$ cat config.mk
export PLATFORM = sky130hd
export DESIGN_NAME = echo_initiator
export DESIGN_NICKNAME = d
export VERILOG_FILES = /design/src/rtl/echo_initiator.sv
export SDC_FILE = /design/constraint.sdc
export NUM_CORES = 1
export LEC_CHECK = 0
export ABC_AREA = 0
export ABC_CLOCK_PERIOD_IN_PS = 6810
export CELL_PAD_IN_SITES_DETAIL_PLACEMENT = 0
export CELL_PAD_IN_SITES_GLOBAL_PLACEMENT = 1
export CORE_MARGIN = 3
export CORE_UTILIZATION = 32
export DETAILED_ROUTE_END_ITERATION = 16
export PLACE_DENSITY_LB_ADDON = 0.08
export SETUP_SLACK_MARGIN = 0.15
export SLEW_MARGIN = 20
export SYNTH_ARGS = -nofsm -noshare
export SYNTH_HDL_FRONTEND = slang
export SYNTH_SLANG_ARGS = --single-unit
$ cat constraint.sdc
create_clock -name clk -period 6.81 [get_ports clk]
set_input_delay 1.0215 -clock clk [delete_from_list [all_inputs] [get_ports clk]]
set_output_delay 1.0215 -clock clk [all_outputs]
set_load 0.01 [all_outputs]
$ cat src/rtl/echo_initiator.sv
// rtl/echo_initiator.sv - UART echo initiator for link bring-up and loopback self-test
//
// Sends NUM_WORDS test words as 8N1 frames (LSB first) on txd. After each
// frame it waits for the echo on rxd, compares it with the word it sent, and
// accumulates an error count. The error count covers mismatches, timeouts and
// framing errors. A pass/fail verdict is given at the end of the run.
//
// Build option (macro ECHO_PATTERN_LFSR_EN):
//   defined   - payload comes from an 8-bit Fibonacci LFSR x^8+x^6+x^5+x^4+1,
//               seeded 0xA5 at each accepted start and stepped once per word
//   undefined - payload is an incrementing counter starting at 0x00
//
// Ports:
//   clk        system clock
//   rst        asynchronous active-high reset
//   start      one-cycle pulse that begins a run (ignored while busy)
//   rxd        serial data from the responder, idle high, asynchronous to clk
//   txd        serial data to the responder, idle high
//   busy       run in progress
//   done       run complete; held until the next accepted start or reset
//   pass       valid while done=1; 1 when err_count==0
//   err_count  saturating error count for the current/last run
//   last_sent  most recently transmitted word
//   last_recv  most recently received word

module echo_initiator #(
  parameter int CLKS_PER_BIT   = 868,
  parameter int NUM_WORDS      = 16,
  parameter int TIMEOUT_CYCLES = 200000
) (
  input  logic       clk,
  input  logic       rst,
  input  logic       start,
  input  logic       rxd,
  output logic       txd,
  output logic       busy,
  output logic       done,
  output logic       pass,
  output logic [7:0] err_count,
  output logic [7:0] last_sent,
  output logic [7:0] last_recv
);

  localparam int BIT_W = $clog2(CLKS_PER_BIT);
  localparam int TO_W  = $clog2(TIMEOUT_CYCLES + 1);

  localparam logic [BIT_W-1:0] BIT_LAST  = BIT_W'(CLKS_PER_BIT - 1);
  localparam logic [BIT_W-1:0] HALF_LAST = BIT_W'(CLKS_PER_BIT / 2 - 1);
  localparam logic [TO_W-1:0]  TO_LAST   = TO_W'(TIMEOUT_CYCLES - 1);
  localparam logic [7:0]       IDX_LAST  = 8'(NUM_WORDS - 1);

`ifdef ECHO_PATTERN_LFSR_EN
  localparam logic [7:0] FIRST_WORD = 8'hA5;

  // Fibonacci form: taps x^8, x^6, x^5, x^4 feed back into bit 0.
  function automatic logic [7:0] next_word(input logic [7:0] w);
    return {w[6:0], w[7] ^ w[5] ^ w[4] ^ w[3]};
  endfunction
`else
  localparam logic [7:0] FIRST_WORD = 8'h00;

  function automatic logic [7:0] next_word(input logic [7:0] w);
    return w + 8'd1;
  endfunction
`endif

  function automatic logic [7:0] sat_inc(input logic [7:0] v);
    return (v == 8'hFF) ? v : v + 8'd1;
  endfunction

  // --------------------------------------------------------------------
  // rxd synchroniser; rxd_prev gives the falling-edge reference
  // --------------------------------------------------------------------
  logic rxd_meta, rxd_sync, rxd_prev;

  always_ff @(posedge clk or posedge rst) begin
    if (rst) begin
      rxd_meta <= 1'b1;
      rxd_sync <= 1'b1;
      rxd_prev <= 1'b1;
    end else begin
      rxd_meta <= rxd;
      rxd_sync <= rxd_meta;
      rxd_prev <= rxd_sync;
    end
  end

  // --------------------------------------------------------------------
  // Receive deserialiser (runs continuously; the control FSM decides
  // whether a completed byte is of interest)
  // --------------------------------------------------------------------
  typedef enum logic [1:0] {RX_HUNT, RX_START, RX_DATA, RX_STOP} rx_state_t;

  rx_state_t        rx_state, rx_state_nx;
  logic [BIT_W-1:0] rx_cnt;
  logic [2:0]       rx_bit;
  logic [7:0]       rx_shift;
  logic [7:0]       rx_byte;
  logic             rx_valid;
  logic             rx_ferr;
  logic             rx_tick_half;
  logic             rx_tick_bit;

  assign rx_tick_half = (rx_cnt == HALF_LAST);
  assign rx_tick_bit  = (rx_cnt == BIT_LAST);

  always_comb begin
    rx_state_nx = rx_state;
    case (rx_state)
      RX_HUNT:  if (rxd_prev && !rxd_sync) rx_state_nx = RX_START;
      // A start bit that is high again at its midpoint was a glitch.
      RX_START: if (rx_tick_half) rx_state_nx = rxd_sync ? RX_HUNT : RX_DATA;
      RX_DATA:  if (rx_tick_bit && rx_bit == 3'd7) rx_state_nx = RX_STOP;
      RX_STOP:  if (rx_tick_bit) rx_state_nx = RX_HUNT;
      default:  rx_state_nx = RX_HUNT;
    endcase
  end

  always_ff @(posedge clk or posedge rst) begin
    if (rst) rx_state <= RX_HUNT;
    else     rx_state <= rx_state_nx;
  end

  always_ff @(posedge clk or posedge rst) begin
    if (rst) begin
      rx_cnt   <= '0;
      rx_bit   <= 3'd0;
      rx_shift <= 8'h00;
      rx_byte  <= 8'h00;
      rx_valid <= 1'b0;
      rx_ferr  <= 1'b0;
    end else begin
      rx_valid <= 1'b0;
      // The bit timer restarts on every state change and at each bit
      // boundary, so sampling after the half-bit start check lands mid-bit.
      if (rx_state_nx != rx_state || rx_tick_bit) rx_cnt <= '0;
      else                                        rx_cnt <= rx_cnt + 1'b1;
      case (rx_state)
        RX_DATA: begin
          if (rx_tick_bit) begin
            rx_shift <= {rxd_sync, rx_shift[7:1]};
            rx_bit   <= rx_bit + 3'd1;
          end
        end
        RX_STOP: begin
          if (rx_tick_bit) begin
            rx_valid <= 1'b1;
            rx_ferr  <= !rxd_sync;
            rx_byte  <= rx_shift;
          end
        end
        default: rx_bit <= 3'd0;
      endcase
    end
  end

  // --------------------------------------------------------------------
  // Control FSM
  // --------------------------------------------------------------------
  typedef enum logic [2:0] {IDLE, SEND, WAIT_ECHO, CHECK, DONE} state_t;

  state_t           state, state_nx;
  logic [BIT_W-1:0] tx_cnt;
  logic [3:0]       tx_bit;     // frame bit on the line: 0 = start .. 9 = stop
  logic [8:0]       tx_shift;   // remaining data bits plus stop bit
  logic [TO_W-1:0]  to_cnt;
  logic [7:0]       idx;
  logic [7:0]       payload;
  logic             got_ok;     // echo arrived without a framing error
  logic             tx_tick;
  logic             tx_end;
  logic             timeout;
  logic             load_first;
  logic             load_next;
  logic [7:0]       tx_word;

  assign tx_tick = (tx_cnt == BIT_LAST);
  assign tx_end  = tx_tick && (tx_bit == 4'd9);
  assign timeout = (to_cnt == TO_LAST);
  assign tx_word = load_first ? FIRST_WORD : next_word(payload);

  always_comb begin
    state_nx   = state;
    load_first = 1'b0;
    load_next  = 1'b0;
    case (state)
      IDLE: begin
        if (start) begin
          state_nx   = SEND;
          load_first = 1'b1;
        end
      end
      SEND:      if (tx_end) state_nx = WAIT_ECHO;
      // A frame completing on the timeout cycle still counts as received.
      WAIT_ECHO: if (rx_valid || timeout) state_nx = CHECK;
      CHECK: begin
        if (idx == IDX_LAST) begin
          state_nx = DONE;
        end else begin
          state_nx  = SEND;
          load_next = 1'b1;
        end
      end
      DONE:    state_nx = IDLE;
      default: state_nx = IDLE;
    endcase
  end

  always_ff @(posedge clk or posedge rst) begin
    if (rst) state <= IDLE;
    else     state <= state_nx;
  end

  always_ff @(posedge clk or posedge rst) begin
    if (rst) begin
      txd       <= 1'b1;
      tx_cnt    <= '0;
      tx_bit    <= 4'd0;
      tx_shift  <= '1;
      to_cnt    <= '0;
      idx       <= 8'd0;
      payload   <= 8'h00;
      got_ok    <= 1'b0;
      busy      <= 1'b0;
      done      <= 1'b0;
      pass      <= 1'b0;
      err_count <= 8'd0;
      last_sent <= 8'h00;
      last_recv <= 8'h00;
    end else begin
      // Transmit serialiser: the start bit goes out on the load edge.
      if (load_first || load_next) begin
        txd       <= 1'b0;
        tx_shift  <= {1'b1, tx_word};
        tx_cnt    <= '0;
        tx_bit    <= 4'd0;
        payload   <= tx_word;
        last_sent <= tx_word;
      end else if (state == SEND) begin
        if (tx_tick) begin
          tx_cnt <= '0;
          if (!tx_end) begin
            txd      <= tx_shift[0];
            tx_shift <= {1'b1, tx_shift[8:1]};
            tx_bit   <= tx_bit + 4'd1;
          end
        end else begin
          tx_cnt <= tx_cnt + 1'b1;
        end
      end

      if (load_first) begin
        idx       <= 8'd0;
        err_count <= 8'd0;
        done      <= 1'b0;
        pass      <= 1'b0;
        busy      <= 1'b1;
      end
      if (load_next) idx <= idx + 8'd1;

      if (state == SEND && tx_end)               to_cnt <= '0;
      else if (state == WAIT_ECHO && !timeout)   to_cnt <= to_cnt + 1'b1;

      if (state == WAIT_ECHO) begin
        if (rx_valid) begin
          last_recv <= rx_byte;
          got_ok    <= !rx_ferr;
          if (rx_ferr) err_count <= sat_inc(err_count);
        end else if (timeout) begin
          got_ok    <= 1'b0;
          err_count <= sat_inc(err_count);
        end
      end

      if (state == CHECK && got_ok && last_recv != last_sent)
        err_count <= sat_inc(err_count);

      if (state == DONE) begin
        busy <= 1'b0;
        done <= 1'b1;
        pass <= (err_count == 8'd0);
      end
    end
  end

endmodule

==> run summary <==
* **outcome** complete, no violations
* **leakage power of the design** 3.01 nW
* **TritonCTS clock tree** yes
* **I/O pins** 32
* **area of all placed cells without fillers** 0.00672 mm²
* **hold wc startpoint** rxd_meta
* **Layout Area Growth over Synthesis** 20.0%
* **total routing resource utilization after global routing** 13.1%
* **library cell occupying the most area in the post-synthesis netlist** dfrtp_1
* **async set-reset flop share out of synthesis** 100%
* **count of synthesis-stage warnings from yosys** 0
* **sequential group share of total power** 42.3%
* **number of inserted filler cells in the final layout** 1639
* **post-synthesis area per instance** 10.5 µm²
* **final wirelength** 11700 µm
* **clock latency on the worst-skew pair** 420 ps
* **register clock-pin slew on the reported worst setup and hold paths** 60 ps
* **share of layout cells above drive strength 1** 15.0%
* **cell-internal power** 1.33 mW
* **largest stage delay on the critical path** 670 ps
* **via count of the first global-routing pass** 4010
* **overall power after layout** 1.75 mW
* **setup TNS** 0 ps
* **number of search-and-repair iterations in the first detailed-routing pass** 4
* **Max Clk Rate** 348 MHz
* **cts bufs inserted** 17
* **Routed wire per std cell** 14.7 µm
* **number of nets in the synthesized netlist** 549
* **largest net degree at the start of global routing** 62
* **cts hold-fix bufs** 0
* **Die Span Y** 138 µm
* **remaining global-route overflow** 0
* **EDFF count, synth** 0
* **final number of setup-violating endpoints** 0
* **Core Rows** 47
* **area share of the largest cell type after synthesis** 46.5%
* **starting density of the core** 33.2%
* **TritonCTS sink count** 116
* **leading cell types by total area after synthesis** dfrtp_1, dfstp_2, mux2_2
* **FF-to-FF Start** idx[4]
* **Gate power share** 4.1%
* **relative max-transition margin** 41.0%
* **kind of launch point of the worst setup path** input port
* **root cell of the clock tree** clkbuf_16
* **GR Util met2** 19.7%
* **power share of the clock group** 53.6%
* **Final Hold Fails** 0
* **post-route clock period utilization** 42.1%
* **end of the worst register-to-register path** tx_shift[2]
* **Iter 0 DRT Violations** 221
* **unrepaired setup endpoints after global routing** no
* **register-to-register setup slack** 4010 ps
* **multi-input logic area** 0.00254 mm²
* **via count of the routed design** 3945
* **Distinct cells, synth** 61
* **total of cells resized after clock tree synthesis** 0
* **number of max-cap violations** 0
* **core area** 0.0169 mm²
* **placed cell area** 0.00610 mm²
* **nets** 582
* **die outline area** 0.0191 mm²
* **Clock Skews** 12.4 ps
* **master of the slowest instance on the critical path** nand2_1
* **cell area after synthesis** 0.00560 mm²
* **wire length of the first global-routing pass** 20600 µm
* **worst endpoint required time** 7090 ps
* **min-delay worst type** reg -> reg
* **most common cell after layout, fill and taps aside** dfrtp_1
* **leading cell types in the layout, fill and taps excluded** dfrtp_1, nor2_1, nand2_1
* **power density of the placed cells** 260 mW/mm²
* **flop and latch count out of synthesis** 116
* **Worst Tran Pin Value** 876 ps
* **net switching power** 0.418 mW
* **antenna diode count** 0
* **CP endpoint kind** flip-flop
* **count of cells along the worst register-to-register path** 5
* **gate count of the mapped netlist** 533
* **# DRC** 0
* **number of buffers added for setup after CTS** 0
* **arrival time of data at the critical path endpoint** 3150 ps
* **worst setup path class** in -> reg
* **Worst Hold Depth** 0
* **Detail Placement HPWL** 7930 µm
* **number of buffers added on ports** 31
* **CP Max Fanout** 22
* **total area of sequential cells** 0.00292 mm²
* **number of buffers on the longest clock path** 2
* **Chip Width** 138 µm
* **final critical-path required period** 2870 ps
* **met1 routing resource usage after global routing** 18.3%
* **sequential area share after synthesis** 52.1%
* **hold-critical path endpoint** rxd_sync
* **Placer Congestion** 0.715
* **Vias per Instance** 4.94
* **fin. max-slew vios** 0
* **number of H-tree branching levels** 4
* **switching share of power** 23.9%
* **Post-DRT Antenna Nets** 0
* **most used routing layer** met2
* **top flip-flop cell by instance count after synthesis** dfrtp_1
* **met3 capacity usage during global routing** 3.59%
* **VDD IR max** 0.170 mV
* **number of antenna violations at the first check in global routing** 0
* **cell-by-cell trace of the critical path** clkdlybuf4s50_1 > nor3b_1 > nand2b_1 > nand2_1 > o21ai_0 > nand2_1 > o21ai_0
* **final hold slack** 360 ps
-- area by class of cell --
class                   instances  share of cell area [%]
clock inverters                15                    2.85
repair buffers                 33                    4.84
clock buffers                  17                    6.33
inverters                      12                   0.707
flip-flops and latches        116                    43.4
well taps                     220                    4.10
multi-input cells             386                    37.8
-- critical path: cells and delay by family --
| family | cells | cell delay (ps) |
|---|---|---|
| and+or+nand+nor | 4 | 1360 |
| buffers and inverters | 1 | 510 |
| AOI/OAI and AO/OA | 2 | 260 |
-- per-layer routing --
| layer | vias to the layer above | routed length (µm) |
|---|---|---|
| li1 | 1949 | - |
| met1 | 1936 | 5960 |
| met2 | 46 | 5240 |
| met3 | 14 | 354 |
| met4 | 0 | 168 |
| met5 | - | 0 |
-- flip-flops by register name, indices dropped and copies added (netlist names), 4 cells and up --
register	cells
last_recv	8
err_count	8
idx	8
tx_cnt	10
rx_cnt	10
rx_shift	8
tx_bit	4
tx_shift	8
payload	8
to_cnt	18
rx_byte	8
-- Yosys cell counts, drive strengths merged, types with 2 or more instances --
| cell type | n |
|---|---|
| nor4b | 3 |
| o22ai | 6 |
| or3b | 2 |
| o31a | 2 |
| nand3 | 27 |
| and3 | 13 |
| buf | 10 |
| nor3b | 4 |
| nand4 | 21 |
| and2 | 4 |
| and4 | 4 |
| xor2 | 29 |
| a21boi | 2 |
| nand2b | 2 |
| inv | 12 |
| a22o | 2 |
| o21bai | 2 |
| nor2b | 2 |
| or3 | 2 |
| xnor2 | 21 |
| o31ai | 3 |
| mux2 | 24 |
| ha | 12 |
| dfstp | 12 |
| nor3 | 6 |
| dfrtp | 104 |
| or4 | 2 |
| a21oi | 17 |
| o21ai | 31 |
| nand2 | 50 |
| mux2i | 11 |
| a211oi | 3 |
| nor2 | 60 |
| clkbuf | 9 |
| a21o | 4 |
| nand3b | 3 |
| nor4 | 3 |
-- metrics by stage --
| step | util (%) | cells | setup slack, ps |
|---|---|---|---|
| 6_report | 39.8 | 799 | 3940 |
| 3_5_place_dp | 36.2 | 767 | 3490 |
| 5_1_grt | 39.8 | 799 | 3590 |
| 4_1_cts | 39.8 | 799 | 3940 |
| 3_3_place_gp | 36.2 | 767 | 3550 |
| 2_1_floorplan | - | 533 | 2740 |
-- worst max-delay path by stage --
stage          startpoint    endpoint  cells past startpoint
4_1_cts             start  payload[2]                      7
5_1_grt             start      idx[4]                      7
3_3_place_gp        start  payload[2]                      7
6_report            start  payload[2]                      7
3_5_place_dp        start  payload[2]                      7
2_1_floorplan         rst        busy                      1
-- power groups by stage --
stage	clock network, mW	registers (mW)	logic, mW
global route	0.992	0.742	0.0835
CTS	0.960	0.738	0.0745
floorplan	0	0.743	0.0587
detailed placement	0	0.749	0.0751
global placement	0	0.750	0.0734
finish	0.937	0.738	0.0722
-- logic make-up after synthesis --
kind of cell | synth area share [%]
AND/OR/NAND/NOR | 19.6
flip-flops | 52.1
AO/OA/AOI/OAI | 8.49
XOR/XNOR | 7.82
multiplexers | 6.79
buffers and inverters | 2.55
adder cells (fa/ha/maj) | 2.68
Note: power is estimated with default switching activity, not from simulation.
